**src/rtl/mips_pipe_pkg.sv**
```systemverilog
// Shared types and constants for the 5-stage MIPS pipeline: ALU op classes,
// datapath widths and the bundled per-instruction control record.
package mips_pipe_pkg;

    localparam int unsigned DATA_W = 32;
    localparam int unsigned REG_W  = 5;

    typedef enum logic [1:0] {
        ALU_ADD   = 2'b00,
        ALU_SUB   = 2'b01,
        ALU_RTYPE = 2'b10
    } aluOp_e;

    typedef struct packed {
        logic   regWrite;
        logic   memRead;
        logic   memWrite;
        logic   memToReg;
        logic   aluSrc;
        logic   regDst;
        aluOp_e aluOp;
    } ctrl_t;

endpackage

```
**src/rtl/load_use_hazard_detect.sv**
```systemverilog
// Load-use hazard detection: stalls the front end for one cycle when the load in
// EX writes a register read by the instruction in IF/ID, unless ID is squashed.
module load_use_hazard_detect
    import mips_pipe_pkg::*;
#(
    parameter int unsigned REG_W = mips_pipe_pkg::REG_W
) (
    input  logic             exMemRead,
    input  logic [REG_W-1:0] exRegisterRt,
    input  logic [REG_W-1:0] ifIdRegisterRs,
    input  logic [REG_W-1:0] ifIdRegisterRt,
    input  logic             flush,
    output logic             loadUse,
    output logic             stall,
    output logic             pcWrite,
    output logic             ifIdWrite
);

    // $0 is hard-wired, so a load targeting it can never create a dependency.
    assign loadUse = exMemRead && (exRegisterRt != '0) &&
                     ((exRegisterRt == ifIdRegisterRs) || (exRegisterRt == ifIdRegisterRt));

    assign stall     = loadUse && !flush;
    assign pcWrite   = !stall;
    assign ifIdWrite = !stall;

endmodule

```
**src/rtl/id_ex_stage_reg.sv**
```systemverilog
// ID/EX pipeline register with load-use stall generation, bubble insertion on
// stall or flush, and a saturating count of stall cycles.
module id_ex_stage_reg
    import mips_pipe_pkg::*;
#(
    parameter int unsigned DATA_W = mips_pipe_pkg::DATA_W,
    parameter int unsigned REG_W  = mips_pipe_pkg::REG_W,
    parameter int unsigned CNT_W  = 16
) (
    input  logic              clk,
    input  logic              rst_n,
    input  logic [REG_W-1:0]  IF_IdRegisterRs,
    input  logic [REG_W-1:0]  IF_IdRegisterRt,
    input  logic              IdRegWrite,
    input  logic              IdMemRead,
    input  logic              IdMemWrite,
    input  logic              IdMemToReg,
    input  logic              IdALUSrc,
    input  logic              IdRegDst,
    input  logic [1:0]        IdALUOp,
    input  logic [DATA_W-1:0] IdReadData1,
    input  logic [DATA_W-1:0] IdReadData2,
    input  logic [DATA_W-1:0] IdSignExtImm,
    input  logic [REG_W-1:0]  IdRs,
    input  logic [REG_W-1:0]  IdRt,
    input  logic [REG_W-1:0]  IdRd,
    input  logic              flush,
    output logic              ID_ExRegWrite,
    output logic              ID_ExMemRead,
    output logic              ID_ExMemWrite,
    output logic              ID_ExMemToReg,
    output logic              ID_ExALUSrc,
    output logic              ID_ExRegDst,
    output logic [1:0]        ID_ExALUOp,
    output logic [DATA_W-1:0] ID_ExReadData1,
    output logic [DATA_W-1:0] ID_ExReadData2,
    output logic [DATA_W-1:0] ID_ExSignExtImm,
    output logic [REG_W-1:0]  ID_ExRegisterRs,
    output logic [REG_W-1:0]  ID_ExRegisterRt,
    output logic [REG_W-1:0]  ID_ExRegisterRd,
    output logic              pcWrite,
    output logic              IF_IdWrite,
    output logic              stall,
    output logic [CNT_W-1:0]  stallCount
);

    ctrl_t             idCtrl;
    ctrl_t             exCtrl;
    logic [DATA_W-1:0] exReadData1;
    logic [DATA_W-1:0] exReadData2;
    logic [DATA_W-1:0] exSignExtImm;
    logic [REG_W-1:0]  exRs;
    logic [REG_W-1:0]  exRt;
    logic [REG_W-1:0]  exRd;
    logic [CNT_W-1:0]  stallCnt;
    logic              loadUse;

    assign idCtrl = '{
        regWrite: IdRegWrite,
        memRead:  IdMemRead,
        memWrite: IdMemWrite,
        memToReg: IdMemToReg,
        aluSrc:   IdALUSrc,
        regDst:   IdRegDst,
        aluOp:    aluOp_e'(IdALUOp)
    };

    load_use_hazard_detect #(
        .REG_W(REG_W)
    ) u_hazard (
        .exMemRead      (exCtrl.memRead),
        .exRegisterRt   (exRt),
        .ifIdRegisterRs (IF_IdRegisterRs),
        .ifIdRegisterRt (IF_IdRegisterRt),
        .flush          (flush),
        .loadUse        (loadUse),
        .stall          (stall),
        .pcWrite        (pcWrite),
        .ifIdWrite      (IF_IdWrite)
    );

    // flush || loadUse covers both bubble causes; only true stalls are counted.
    always_ff @(posedge clk or negedge rst_n) begin
        if (!rst_n) begin
            exCtrl       <= '0;
            exReadData1  <= '0;
            exReadData2  <= '0;
            exSignExtImm <= '0;
            exRs         <= '0;
            exRt         <= '0;
            exRd         <= '0;
            stallCnt     <= '0;
        end else begin
            if (flush || loadUse) begin
                exCtrl       <= '0;
                exReadData1  <= '0;
                exReadData2  <= '0;
                exSignExtImm <= '0;
                exRs         <= '0;
                exRt         <= '0;
                exRd         <= '0;
            end else begin
                exCtrl       <= idCtrl;
                exReadData1  <= IdReadData1;
                exReadData2  <= IdReadData2;
                exSignExtImm <= IdSignExtImm;
                exRs         <= IdRs;
                exRt         <= IdRt;
                exRd         <= IdRd;
            end
            if (stall && (stallCnt != '1)) begin
                stallCnt <= stallCnt + 1'b1;
            end
        end
    end

    assign ID_ExRegWrite   = exCtrl.regWrite;
    assign ID_ExMemRead    = exCtrl.memRead;
    assign ID_ExMemWrite   = exCtrl.memWrite;
    assign ID_ExMemToReg   = exCtrl.memToReg;
    assign ID_ExALUSrc     = exCtrl.aluSrc;
    assign ID_ExRegDst     = exCtrl.regDst;
    assign ID_ExALUOp      = exCtrl.aluOp;
    assign ID_ExReadData1  = exReadData1;
    assign ID_ExReadData2  = exReadData2;
    assign ID_ExSignExtImm = exSignExtImm;
    assign ID_ExRegisterRs = exRs;
    assign ID_ExRegisterRt = exRt;
    assign ID_ExRegisterRd = exRd;
    assign stallCount      = stallCnt;

endmodule
```
**config.mk**
```make
export PLATFORM = sky130hd
export DESIGN_NAME = id_ex_stage_reg
export DESIGN_NICKNAME = d
export VERILOG_FILES = /design/src/rtl/mips_pipe_pkg.sv /design/src/rtl/load_use_hazard_detect.sv /design/src/rtl/id_ex_stage_reg.sv
export SDC_FILE = /design/constraint.sdc
export NUM_CORES = 1
export LEC_CHECK = 0
export ABC_AREA = 1
export CORE_MARGIN = 3
export CORE_UTILIZATION = 40
export DETAILED_ROUTE_END_ITERATION = 16
export GPL_ROUTABILITY_DRIVEN = 1
export GPL_TIMING_DRIVEN = 1
export PLACE_DENSITY = 0.92
export SYNTH_ARGS = -nofsm -noshare
export SYNTH_HDL_FRONTEND = slang
export SYNTH_SLANG_ARGS = --single-unit
```
**constraint.sdc**
```tcl
create_clock -name clk -period 2.77 [get_ports clk]
set_input_delay 0.4155 -clock clk [delete_from_list [all_inputs] [get_ports clk]]
set_output_delay 0.4155 -clock clk [all_outputs]
set_load 0.03 [all_outputs]
```
### Word-level counts from Yosys, hierarchy flattened

Cells that the tools add are included.
W data, S select, Z words.

* reduce and logical (&&, ||, !) cells: 9
* muxes and demuxes: 7
* $add $sub $neg: 1
* eq/ne operators: 3

Operators by type and width (count)
* $mux W32: 3
* $add A16 B1 Y16 const B: 1
* $ne A16 B16 Y1 const B: 1
* $mux W5: 3
* $eq A5 B5 Y1: 2
* $mux W8: 1
* $reduce_bool A5 Y1: 1
* $logic_and A1 B1 Y1: 4
* $logic_not A1 Y1: 2
* $logic_or A1 B1 Y1: 2

* output and inout bits: 138
* register bits: 135
* bits of input ports: 132

### Longest topological paths before layout

* word-level depth: 5
* mapped depth: 11

### Hierarchy

From an unflattened synthesis, not the netlist that was laid out.

* cells, all modules: 569
* area total of the unflattened synthesis: 5223.8 sq um

Modules (own cells, without submodules)
* id_ex_stage_reg: cells each 514, times used 1, area an instance 4984.8 sq um
* load_use_hazard_detect: cells each 55, times used 1, area an instance 239.0 sq um

### Least setup slack after synthesis

OpenSTA, ideal clock, no wires.

* path type: flip-flop to output port
* start point: reg exRt[1] (netlist: ID_ExRegisterRt[1])
* end point: out stall
* buffers on the path: 0
* slack: 0.907 ns
* cell stages (with the launch flop): 9
* data arrival time: 1.447 ns
* path through: dfrtp_1 > inv_1 > nand2_1 > nand2_1 > nor2_1 > nand3_1 > nand2_2 > nand3_4 > inv_1

* word-level cells in the longest chain between the ends: 4
* elaborated cells on any way between the ends: 7

RTL lines
* from (decl): line id_ex_stage_reg.sv:53 `logic [REG_W-1:0] exRt;`
* from (signal assigned): line id_ex_stage_reg.sv:108 `exRt <= IdRt;`
* $eq A5 B5 Y1 or $reduce_bool A5 Y1 (tied branches): line load_use_hazard_detect.sv:21, load_use_hazard_detect.sv:20
* $logic_or A1 B1 Y1 or $logic_and A1 B1 Y1 (tied branches): line load_use_hazard_detect.sv:21, load_use_hazard_detect.sv:20
* $logic_and A1 B1 Y1 (*): line load_use_hazard_detect.sv:20 `assign loadUse = exMemRead && (exRegisterRt != '0) &&`
* $logic_and A1 B1 Y1 (*): line load_use_hazard_detect.sv:23 `assign stall = loadUse && !flush;`
* to (decl): line id_ex_stage_reg.sv:43 `output logic stall,`

Mark *: on every way between the ends. The rest lies on a longest branch, timed or not.

### Worst setup path in the final report

* start point: reg exRt[2] (netlist: ID_ExRegisterRt[2])
* end point: out IF_IdWrite

* word-level cells in the longest chain between the ends: 5
* elaborated cells on any way between the ends: 8

RTL lines
* $eq A5 B5 Y1 or $reduce_bool A5 Y1 (tied branches): line load_use_hazard_detect.sv:21, load_use_hazard_detect.sv:20
* $logic_or A1 B1 Y1 or $logic_and A1 B1 Y1 (tied branches): line load_use_hazard_detect.sv:21, load_use_hazard_detect.sv:20
* $logic_and A1 B1 Y1 (*): line load_use_hazard_detect.sv:20
* $logic_and A1 B1 Y1 (*): line load_use_hazard_detect.sv:23
* $logic_not A1 Y1 (*): line load_use_hazard_detect.sv:25 `assign ifIdWrite = !stall;`
* to (decl): line id_ex_stage_reg.sv:42 `output logic IF_IdWrite,`

Marks and branches as above.

==> summary.md <==
| Metric | Value |
|---|---|
| Status | `complete, but fails checks` |
| Violated checks | `hold timing` |
| DRT iter0 DRCs | `193` |
| Root Driver | `clkbuf_16` |
| Synth top area cells | `dfrtp_1, nor2_1, inv_1` |
| Worst skew pair latency | `0.41 ns` |
| Layout cell share with drive strength beyond 1 | `0.0581` |
| Switch Pwr | `approximately 1.3 mW` |
| Combinational share of power | `0.156` |
| Slew of the pin with the lowest slew margin | `roughly 0.61 ns` |
| Antenna fix cells | `0` |
| Die X | `120 um` |
| Setup tns final | `0 ns` |
| Final hold violations | `6` |
| Max-cap violation count | `0` |
| Sink Count | `135` |
| Endpoints failing setup | `0` |
| Total congestion overflow | `0` |
| Syn-to-layout area delta | `65.8%` |
| CTS H-tree lvls | `4` |
| Synth Area per Inst | `9.45 um^2` |
| Layout Cells excl Fill | `1016` |
| Number of I/O pins | `270` |
| PortBufs | `269` |
| Seq/Total Area, Yosys | `0.645` |
| Worst slack, placed | `0.0960 ns` |
| Ys flop type | `dfrtp_1` |
| CP endpoint kind | `output pin` |
| Tmin final | `roughly 2.6 ns` |
| Slew Viols, Final | `0` |
| CTS Buffer Depth | `2` |
| WS Path Type | `register to output pin` |
| Hold WS | `-0.0139 ns` |
| Flop pwr share | `0.397` |
| Syn Nets | `687` |
| DRC | `0` |
| Startpoint types | `register` |
| Die Area | `roughly 14000 um^2` |
| Final Cycle Share | `0.930` |
| First-pass GRT wire length | `23000 um` |
| Final Skew | `0.00567 ns` |
| Slowest library cell on the worst path | `clkdlybuf4s50_1` |
| Worst slew margin | `0.594` |
| Yosys reg bits | `between 100 and 150` |
| GRT Overall Usage | `0.207` |
| Max VDD drop | `442 uV` |
| Final worst-path setup slack | `0.195 ns` |
| Fill count | `914` |
| Initial Utilization | `0.411` |
| Final wirelength | `~15000 um` |
| Critical path arrival | `2.16 ns` |
| Fmax | `roughly 390 MHz` |
| Avg WL per Cell | `14.3 um` |
| CTS tree | `yes` |
| CP max FO | `4` |
| PD cells | `614 nW/um^2` |
| Gpl congestion | `0.799` |
| Cell Int Power | `3.98 mW` |
| Reg clk slew, reported paths | `roughly 0.06 ns` |
| Final #Nets | `964` |
| Crit-path max cell delay | `0.68 ns` |
| Initial antenna violation count | `0` |
| Pin count of the biggest net entering global routing | `68` |
| Post-Layout Inst Area | `8680 um^2` |
| Clock power frac | `0.447` |
| Synthesized area | `5240 um^2` |
| Final antenna-violating net count | `0` |
| Most frequent CP cell | `inv_1` |
| Synth Instances | `554` |
| # rows | `41` |
| Pwr Total | `5.32 mW` |
| Ys Warns | `0` |
| DP Wirelength | `10800 um` |
| Asr flop ratio synth | `1.00` |
| Commonest cells in the netlist | `nor2_1, inv_1, dfrtp_1` |
| CTS Buf Count | `17` |
| Worst-path cell chain | `inv_1, nand4_1, o21ai_0, inv_1, nand3_4, clkdlybuf4s50_1` |
| Number of flops mapped to enable cells by yosys | `0` |
| HP Class | `input pin to async pin` |
| RSZ-0062 raised after global routing | `no` |
| Via-to-Cell Ratio | `between 4 and 5` |
| Critical Path RT | `approximately 2.4 ns` |
| Largest area contributor in the netlist | `dfrtp_1` |
| Synth cell types | `22` |
| Die height | `120 um` |
| Vias in the first global route | `4663` |
| Sw frac | `0.253` |
| Dpl cells | `between 900 and 1000` |
| Placed Area | `8050 um^2` |
| Pre-antenna DRT Iters | `4` |
| Yosys top cell area share | `0.645` |
| Total number of vias | `~4300` |
| Core Area | `12700 um^2` |
| Lkg Pwr | `4.42 nW` |
| Count leader, synth | `nor2_1` |
critical path, delay by kind of cell (launching register included):
family          cells  cell delay (ns)
buf+inv             3             0.93
flops               1             0.41
simple gates        2             0.25
compound gates      1             0.15
path summary, 6_finish.rpt:
check                                        startpoint                       endpoint  slack [ns]  cells past startpoint
min reg2reg                   stallCount[6]$_DFFE_PN0P_      stallCount[6]$_DFFE_PN0P_        0.54                      2
min                                               rst_n      stallCount[5]$_DFFE_PN0P_       -0.01                      1
max in group asynchronous                         rst_n   ID_ExReadData2[16]$_DFF_PN0_        2.06                      2
max                        ID_ExRegisterRt[2]$_DFF_PN0_                     IF_IdWrite        0.19                      6
min in group clk                                IdRt[3]   ID_ExRegisterRt[3]$_DFF_PN0_        0.52                      3
max reg2reg                ID_ExRegisterRt[4]$_DFF_PN0_  ID_ExSignExtImm[18]$_DFF_PN0_        0.86                     11
cell usage in the layout, fill, tap and decap left out, types with 2 or more instances in the layout:
| cell | n |
|---|---|
| nand2_1 | 86 |
| nor2_1 | 138 |
| dfrtp_1 | 135 |
| nand4_1 | 5 |
| clkbuf_16 | 17 |
| clkinv_4 | 2 |
| inv_2 | 4 |
| buf_12 | 3 |
| clkdlybuf4s50_1 | 267 |
| inv_6 | 3 |
| inv_1 | 137 |
| xor2_1 | 7 |
| nor2_4 | 2 |
| buf_4 | 2 |
| nor3_1 | 2 |
| nand3_1 | 6 |
| bufinv_16 | 4 |
| xnor2_1 | 8 |
| clkinvlp_4 | 4 |
logic make-up (layout without fill, tap and decap cells):
family          Yosys count  count (layout)  synth area share
xor+xnor                 15              15            0.0251
compound gates            1               1          0.000955
simple gates            245             245             0.191
buf+inv                 157             447             0.135
fa+ha+maj                 1               1           0.00239
flops                   135             135             0.645
area by class of cell:
| class | count | area [um^2] | area share |
|---|---|---|---|
| inverter | 141 | 529 | 0.0610 |
| multi-input combinational | 262 | 1160 | 0.133 |
| clock buffer | 18 | 429 | 0.0495 |
| timing repair buffer | 274 | 2770 | 0.319 |
| sequential | 135 | 3380 | 0.389 |
| tap | 172 | 215 | 0.0248 |
| clock inverter | 14 | 199 | 0.0229 |
through the flow:
step | hold slack [ns] | util
5_1_grt | 0.0139 | 0.682
2_1_floorplan | 0.120 | -
3_5_place_dp | 0.452 | 0.633
3_3_place_gp | 0.451 | 0.633
6_report | -0.0139 | 0.682
4_1_cts | 0.00381 | 0.682
flip-flops by register name, indices dropped and copies added, names as in the netlist, 2 cells and up:
signal           cells
ID_ExReadData1      32
ID_ExReadData2      32
ID_ExSignExtImm     32
stallCount          16
ID_ExRegisterRd      5
ID_ExRegisterRs      5
ID_ExRegisterRt      5
ID_ExALUOp           2
routing by layer:
metal,vias up,GRT usage,wire [um],share of wire
met4,0,0.0807,319,0.022
li1,2109,-,-,-
met3,26,0.108,1690,0.12
met1,2018,0.197,4820,0.33
met2,190,0.376,7690,0.53
met5,-,0,0,0
power by group through the flow:
stage	combinational (mW)	clock, mW	sequential [mW]
CTS	0.842	2.43	2.11
finish	0.831	2.38	2.11
floorplan	0.153	0	2.36
detailed placement	0.836	0	2.15
global placement	0.819	0	2.14
global route	0.888	2.51	2.12
repair_timing:
item,4_1_cts,5_1_grt
setup endpoints to repair,0,1
hold buffers,0,0
buffers inserted,0,0
resized for setup,0,1
Power figures use the tool's default switching activity.
